### config.mk
export PLATFORM = sky130hd
export DESIGN_NAME = m68k_bus_responder
export DESIGN_NICKNAME = d
export VERILOG_FILES = /design/src/rtl/m68k_bus_responder.sv
export SDC_FILE = /design/constraint.sdc
export NUM_CORES = 1
export LEC_CHECK = 0
export CORE_MARGIN = 1
export CORE_UTILIZATION = 44
export DETAILED_ROUTE_END_ITERATION = 7
export GPL_TIMING_DRIVEN = 0
export PLACE_DENSITY = 0.87
export SYNTH_ARGS = -nofsm -noshare
export SYNTH_HDL_FRONTEND = slang
export SYNTH_SLANG_ARGS = --single-unit
### constraint.sdc
create_clock -name clk -period 3.7 [get_ports clk]
set_clock_uncertainty 0.15 [all_clocks]
set_input_delay 0.37 -clock clk [delete_from_list [all_inputs] [get_ports clk]]
set_output_delay 0.37 -clock clk [all_outputs]
set_load 0.03 [all_outputs]
### src/rtl/m68k_bus_responder.sv
`default_nettype none
// +--------------------------------------------------------------------------+
// | Module   : m68k_bus_responder                                            |
// | Purpose  : Bus-side responder for the fx68k core. Decodes each CPU bus   |
// |            cycle to block RAM, a handshaked IO port, an autovectored     |
// |            interrupt acknowledge (VPAn) or a bus error (BERRn), and      |
// |            drives the registered DTACKn/BERRn/VPAn handshakes.           |
// | Ports    : clk, reset          - clock, synchronous active-high reset    |
// |            cpu_*               - fx68k strobes, FC, address, data        |
// |            dtack_n/berr_n/vpa_n- registered active-low handshakes        |
// |            ram_*               - sync-read block RAM port, byte enables  |
// |            io_*                - one-clock req / one-clock ack IO port   |
// | Revision : 1.0 - initial release                                         |
// +--------------------------------------------------------------------------+
module m68k_bus_responder #(
   parameter int ADDR_BITS  = 14,
   parameter int RAM_WAIT   = 1,
   parameter int IO_TIMEOUT = 63
) (
   input  logic                 clk,
   input  logic                 reset,
   input  logic                 cpu_as_n,
   input  logic                 cpu_uds_n,
   input  logic                 cpu_lds_n,
   input  logic                 cpu_rw,
   input  logic [2:0]           cpu_fc,
   input  logic [23:1]          cpu_a,
   input  logic [15:0]          cpu_dout,
   output logic [15:0]          cpu_din,
   output logic                 dtack_n,
   output logic                 berr_n,
   output logic                 vpa_n,
   output logic [ADDR_BITS-1:0] ram_addr,
   output logic [1:0]           ram_we,
   output logic [15:0]          ram_wdata,
   input  logic [15:0]          ram_rdata,
   output logic                 io_req,
   output logic                 io_we,
   output logic [1:0]           io_be,
   output logic [6:0]           io_addr,
   output logic [15:0]          io_wdata,
   input  logic [15:0]          io_rdata,
   input  logic                 io_ack
);

   generate
      if (RAM_WAIT < 1 || RAM_WAIT > 15) begin : g_bad_ram_wait
         $error("m68k_bus_responder: RAM_WAIT must be in 1..15");
      end
      if (IO_TIMEOUT < 1 || IO_TIMEOUT > 255) begin : g_bad_io_timeout
         $error("m68k_bus_responder: IO_TIMEOUT must be in 1..255");
      end
   endgenerate

   typedef enum logic [1:0] {
      ST_IDLE = 2'd0,
      ST_RAM  = 2'd1,
      ST_IO   = 2'd2,
      ST_TERM = 2'd3
   } state_t;

   localparam logic [7:0] RAM_WAIT_C = 8'(RAM_WAIT);
   localparam logic [7:0] IO_LAST_C  = 8'(IO_TIMEOUT - 1);

   state_t                state, state_nx;
   logic [7:0]            cnt, cnt_nx;
   logic                  is_read, is_read_nx;
   // VPA and unmapped cycles enter TERM with their handshake still pending,
   // so the handshake lands one edge after E0 like the other targets.
   logic                  pend, pend_nx;
   logic                  pend_vpa, pend_vpa_nx;
   logic [15:0]           cpu_din_nx;
   logic                  dtack_n_nx, berr_n_nx, vpa_n_nx;
   logic [ADDR_BITS-1:0]  ram_addr_nx;
   logic [1:0]            ram_we_nx;
   logic [15:0]           ram_wdata_nx;
   logic                  io_req_nx, io_we_nx;
   logic [1:0]            io_be_nx;
   logic [6:0]            io_addr_nx;
   logic [15:0]           io_wdata_nx;

   logic                  start;
   logic                  term_exit;
   logic [1:0]            lanes;
   logic                  unused_addr;

   assign start       = ~cpu_as_n & (~cpu_uds_n | ~cpu_lds_n);
   // Strobes both high with AS still low is the TAS read-to-write gap.
   assign term_exit   = cpu_as_n | (cpu_uds_n & cpu_lds_n);
   assign lanes       = {~cpu_uds_n, ~cpu_lds_n};
   // Upper RAM-region bits are don't-care: RAM mirrors across its 1 MB region.
   assign unused_addr = ^cpu_a;

   always_comb begin
      state_nx     = state;
      cnt_nx       = cnt;
      is_read_nx   = is_read;
      pend_nx      = pend;
      pend_vpa_nx  = pend_vpa;
      cpu_din_nx   = cpu_din;
      dtack_n_nx   = dtack_n;
      berr_n_nx    = berr_n;
      vpa_n_nx     = vpa_n;
      ram_addr_nx  = ram_addr;
      ram_we_nx    = 2'b00;
      ram_wdata_nx = ram_wdata;
      io_req_nx    = 1'b0;
      io_we_nx     = io_we;
      io_be_nx     = io_be;
      io_addr_nx   = io_addr;
      io_wdata_nx  = io_wdata;

      case (state)
         ST_IDLE: begin
            if (start) begin
               is_read_nx = cpu_rw;
               cnt_nx     = 8'd0;
               if (cpu_fc == 3'b111) begin
                  state_nx    = ST_TERM;
                  pend_nx     = 1'b1;
                  pend_vpa_nx = 1'b1;
               end else if (cpu_a[23:20] == 4'h0) begin
                  state_nx     = ST_RAM;
                  cnt_nx       = RAM_WAIT_C;
                  ram_addr_nx  = cpu_a[ADDR_BITS:1];
                  ram_wdata_nx = cpu_dout;
                  if (!cpu_rw) begin
                     ram_we_nx = lanes;
                  end
               end else if (cpu_a[23:16] == 8'hFF) begin
                  state_nx    = ST_IO;
                  io_req_nx   = 1'b1;
                  io_we_nx    = ~cpu_rw;
                  io_be_nx    = lanes;
                  io_addr_nx  = cpu_a[7:1];
                  io_wdata_nx = cpu_dout;
               end else begin
                  state_nx    = ST_TERM;
                  pend_nx     = 1'b1;
                  pend_vpa_nx = 1'b0;
               end
            end
         end

         ST_RAM: begin
            if (cpu_as_n) begin
               state_nx = ST_IDLE;
            end else if (cnt == 8'd0) begin
               state_nx   = ST_TERM;
               dtack_n_nx = 1'b0;
               if (is_read) begin
                  cpu_din_nx = ram_rdata;
               end
            end else begin
               cnt_nx = cnt - 8'd1;
            end
         end

         ST_IO: begin
            if (cpu_as_n) begin
               state_nx = ST_IDLE;
               io_we_nx = 1'b0;
               io_be_nx = 2'b00;
            end else if (io_ack) begin
               // Ack is checked before timeout so a coincident ack wins.
               state_nx   = ST_TERM;
               dtack_n_nx = 1'b0;
               io_we_nx   = 1'b0;
               io_be_nx   = 2'b00;
               if (is_read) begin
                  cpu_din_nx = io_rdata;
               end
            end else if (cnt == IO_LAST_C) begin
               state_nx  = ST_TERM;
               berr_n_nx = 1'b0;
               io_we_nx  = 1'b0;
               io_be_nx  = 2'b00;
            end else if (cnt != 8'hFF) begin
               cnt_nx = cnt + 8'd1;
            end
         end

         ST_TERM: begin
            if (pend) begin
               pend_nx = 1'b0;
               if (cpu_as_n) begin
                  state_nx = ST_IDLE;
               end else if (pend_vpa) begin
                  vpa_n_nx = 1'b0;
               end else begin
                  berr_n_nx = 1'b0;
               end
            end else if (term_exit) begin
               state_nx   = ST_IDLE;
               dtack_n_nx = 1'b1;
               berr_n_nx  = 1'b1;
               vpa_n_nx   = 1'b1;
            end
         end

         default: state_nx = ST_IDLE;
      endcase
   end

   always_ff @(posedge clk) begin
      if (reset) begin
         state     <= ST_IDLE;
         cnt       <= 8'd0;
         is_read   <= 1'b0;
         pend      <= 1'b0;
         pend_vpa  <= 1'b0;
         cpu_din   <= 16'h0000;
         dtack_n   <= 1'b1;
         berr_n    <= 1'b1;
         vpa_n     <= 1'b1;
         ram_addr  <= '0;
         ram_we    <= 2'b00;
         ram_wdata <= 16'h0000;
         io_req    <= 1'b0;
         io_we     <= 1'b0;
         io_be     <= 2'b00;
         io_addr   <= 7'd0;
         io_wdata  <= 16'h0000;
      end else begin
         state     <= state_nx;
         cnt       <= cnt_nx;
         is_read   <= is_read_nx;
         pend      <= pend_nx;
         pend_vpa  <= pend_vpa_nx;
         cpu_din   <= cpu_din_nx;
         dtack_n   <= dtack_n_nx;
         berr_n    <= berr_n_nx;
         vpa_n     <= vpa_n_nx;
         ram_addr  <= ram_addr_nx;
         ram_we    <= ram_we_nx;
         ram_wdata <= ram_wdata_nx;
         io_req    <= io_req_nx;
         io_we     <= io_we_nx;
         io_be     <= io_be_nx;
         io_addr   <= io_addr_nx;
         io_wdata  <= io_wdata_nx;
      end
   end

endmodule
`default_nettype wire

==> impl_metrics.py <==
metrics = {
    "synth": {
        "yosysTopAreaCellShare_pct": 44.83,
        "ys_types": 50,
        "yosys-top-cells-area": "dfxtp_1 (45%), nand2_1 (12%), a21oi_1 (9.1%), mux2i_1 (4.9%), ha_1 (4.0%)",
        "synthCells": 493,
        "yosys_warnings": 0,
        "synth-seq-area-share_pct": 44.83,
        "ys.flop_type": "dfxtp_1",
        "synth_area_leader_cell": "dfxtp_1",
        "synth-edff-count": 0,
        "syn-num-nets": 587,
        "syn-cell-area_mm2": 0.004064,
        "synthArstFlopShare_pct": 0,
        "ys_seq_elements": 91,
        "avgSynthCellArea_um2": 8.243,
    },
    "power": {
        "power.leakage_uw": 0.002031,
        "vdd_drop_max_mv": 0.2780,
        "finalPower_uw": 3820,
        "powerDensity_mw_per_mm2": 643.0,
    },
    "final_layout": {
        "syn_to_final_growth_pct": 46.18,
        "drive_gt1_share_pct": 6.184,
        "num-nets-final": 752,
        "diodes": 0,
        "postLayoutCoreUtil_pct": 67.14,
        "instances_no_fill": 771,
    },
    "worst_setup_path": {
        "reg2regPathDepth": 11,
        "arrival_ns": 3.52,
        "startpoint_type": "flip-flop",
        "worstPathMaxFanout": 19,
        "crit_required_ns": 3.81,
        "crit_path_end_kind": "flip-flop",
        "criticalPathCategory": "reg -> reg",
    },
    "timing": {
        "slew_headroom_pct": 53.50,
        "finalHoldViolCount": 0,
        "setup_tns_ns": 0,
        "worstMarginPinSlew_ns": 0.6974,
        "finalMaxSlewViolations": 0,
        "setup_violations": 0,
        "fin_crit_sh_pct": 92.10,
        "period_needed_ns": 3.408,
        "rsz0062_at_grt": "false",
        "fmax_mhz": 293.5,
    },
    "clock_network": {
        "clkTransAtPathRegs_ns": 0.10,
        "ctsHoldBuffers": 0,
        "postCtsSetupBuffers": 0,
        "htree_levels": 3,
        "cts_sinks": 91,
        "cts_made_buffers": 9,
        "ctsRootBufferMaster": "clkbuf_8",
        "cts_tree": "built",
        "cts.path.max_buffers": 2,
        "clk_latency_ns": 0.36,
    },
    "floorplanning": {
        "dieArea_mm2": 0.009625,
        "rows": 34,
        "start_util_pct": 45.93,
        "die_h_um": 98.11,
        "coreArea_mm2": 0.008848,
        "ios": 159,
        "dieWidth_um": 98.11,
    },
    "hold_path": {
        "hp-class": "reg -> reg",
        "min_path_cells": 2,
    },
    "global_routing": {
        "grt_pass1_vias": 4100,
        "grt_antenna_before_repair": 0,
        "track_usage_pct": 25.27,
        "grt_max_degree": 20,
        "grt_overflow": 0,
        "grt_pass1_wl_um": 19440,
    },
    "drt": {
        "viasPerCell": 5.364,
        "drcViolationCount": 4,
        "dr.first_iter.drc_count": 189,
        "ant_nets": 0,
        "first_pass_iters": 7,
        "avgRoutedWirePerCell_um": 15.57,
        "route.vias.total": 4136,
        "routed_wl_um": 12000,
    },
    "outcome": {
        "status": "finished with violations",
        "violations": "DRC",
    },
    "flow_run": {
        "cap_violations": 0,
    },
    "placement": {
        "dp.cells": 756,
        "gp_congestion": 0.8454,
        "port_buffers": 155,
        "hpwlAfterDp_um": 9322,
    },
}
-- state kept, by name, indices dropped and copies added (netlist names), 2 cells and up --
name,flops
ram_we,2
state,2
cpu_din,16
io_addr,7
cnt,8
io_be,2
ram_addr,14
ram_wdata,16
io_wdata,16
-- cell usage in the layout, fill, tap and decap left out, types with 2 or more instances in the layout --
master | Yosys | layout
a211oi_1 | 9 | 9
a211oi_2 | 9 | 9
a21o_1 | 2 | 2
a21oi_1 | 74 | 74
and3_1 | 2 | 2
buf_2 | 3 | 3
clkbuf_1 | 28 | 27
clkbuf_8 | 0 | 9
clkdlybuf4s50_1 | 0 | 155
clkinv_4 | 0 | 2
dfxtp_1 | 91 | 91
ha_1 | 13 | 13
inv_1 | 6 | 6
inv_8 | 0 | 2
mux2i_1 | 20 | 20
nand2_1 | 126 | 126
nand2b_1 | 3 | 3
nand3_1 | 10 | 10
nand3b_1 | 2 | 2
nand4_1 | 4 | 4
nor2_1 | 36 | 36
nor2_4 | 2 | 2
nor3_1 | 2 | 2
nor4_1 | 3 | 3
o211ai_1 | 2 | 2
o21ai_0 | 8 | 8
o31ai_1 | 3 | 3
or2_2 | 3 | 3
xnor2_1 | 4 | 4
xor2_1 | 4 | 4
-- logic make-up (layout without fill, tap and decap cells) --
| kind of cell | count (synthesis) | count (layout) | share of synthesized area (%) |
|---|---|---|---|
| xor+xnor | 8 | 8 | 1.724 |
| compound gates | 120 | 120 | 19.03 |
| flops | 91 | 91 | 44.83 |
| buf+inv | 39 | 209 | 3.972 |
| simple gates | 202 | 202 | 21.52 |
| mux | 20 | 20 | 4.926 |
| fa+ha+maj | 13 | 13 | 4.003 |
-- metal layers --
metal  up-vias  share of wire [%]  GRT usage [%]
met5         -                  0              0
met1      1947                 38          27.57
met3        20                8.4          7.230
met2       151                 52          46.59
met4         0                1.6          8.508
li1       2018                  -              -
-- cells in the mapped netlist (4+ instances only) --
cell type    n
dfxtp_1     91
clkbuf_1    28
nand2_1    126
a211oi_1     9
nand3_1     10
nor2_1      36
nand4_1      4
ha_1        13
a211oi_2     9
xor2_1       4
xnor2_1      4
mux2i_1     20
inv_1        6
a21oi_1     74
o21ai_0      8
-- worst max-delay path, stage by stage, from the launching register on --
cell	delay, ns
dfxtp_1	0.35
inv_1	0.13
ha_1	0.15
buf_2	0.20
buf_2	0.49
inv_1	0.26
ha_1	0.41
nand2_1	0.07
o31ai_1	0.44
mux2i_1	0.31
o32ai_1	0.13
a31o_1	0.21
-- power by group --
| part | switching (uW) | internal [uW] | total [uW] | leakage [uW] |
|---|---|---|---|---|
| clock | 395 | 263 | 658 | 0.000100 |
| combinational | 1080 | 811 | 1890 | 0.00119 |
| sequential | 125 | 1150 | 1270 | 0.000738 |
-- what timing repair did --
action / 4_1_cts / 5_1_grt
endpoints found under the setup margin: 1 / 0
endpoints found under the hold margin: 0 / 0
gates resized for setup: 0 / 0
-- path summary, 6_finish.rpt --
path / startpoint / end / slack (ns)
hold / removal: ram_addr[1] / ram_addr[1] / 0.31
setup / recovery: state[0] / cnt[7] / 0.29
hold reg to reg: ram_addr[1] / ram_addr[1] / 0.31
setup reg to reg: state[0] / cnt[7] / 0.29
-- stage by stage --
stage                     setup slack (ns)  area (um2)  hold slack, ns
after global routing               0.01431        5941          0.3312
final                               0.2925        5941          0.3075
after floorplan                     0.4929        4064          0.2865
after global placement            0.004051        5751          0.2913
after CTS                           0.2662        5941          0.3111
after detailed placement           -0.1548        5751          0.2970
-- area by class of cell --
class,count,area [um2]
multi-input cells,363,2081
plain buffers,32,135.1
well taps,108,135.1
flip-flops and latches,91,1822
inverters,6,22.52
clock buffers,9,123.9
clock inverters,7,70.07
repair buffers,155,1551
fillers,719,2908
No activity file was read; power rests on OpenSTA's default activity.
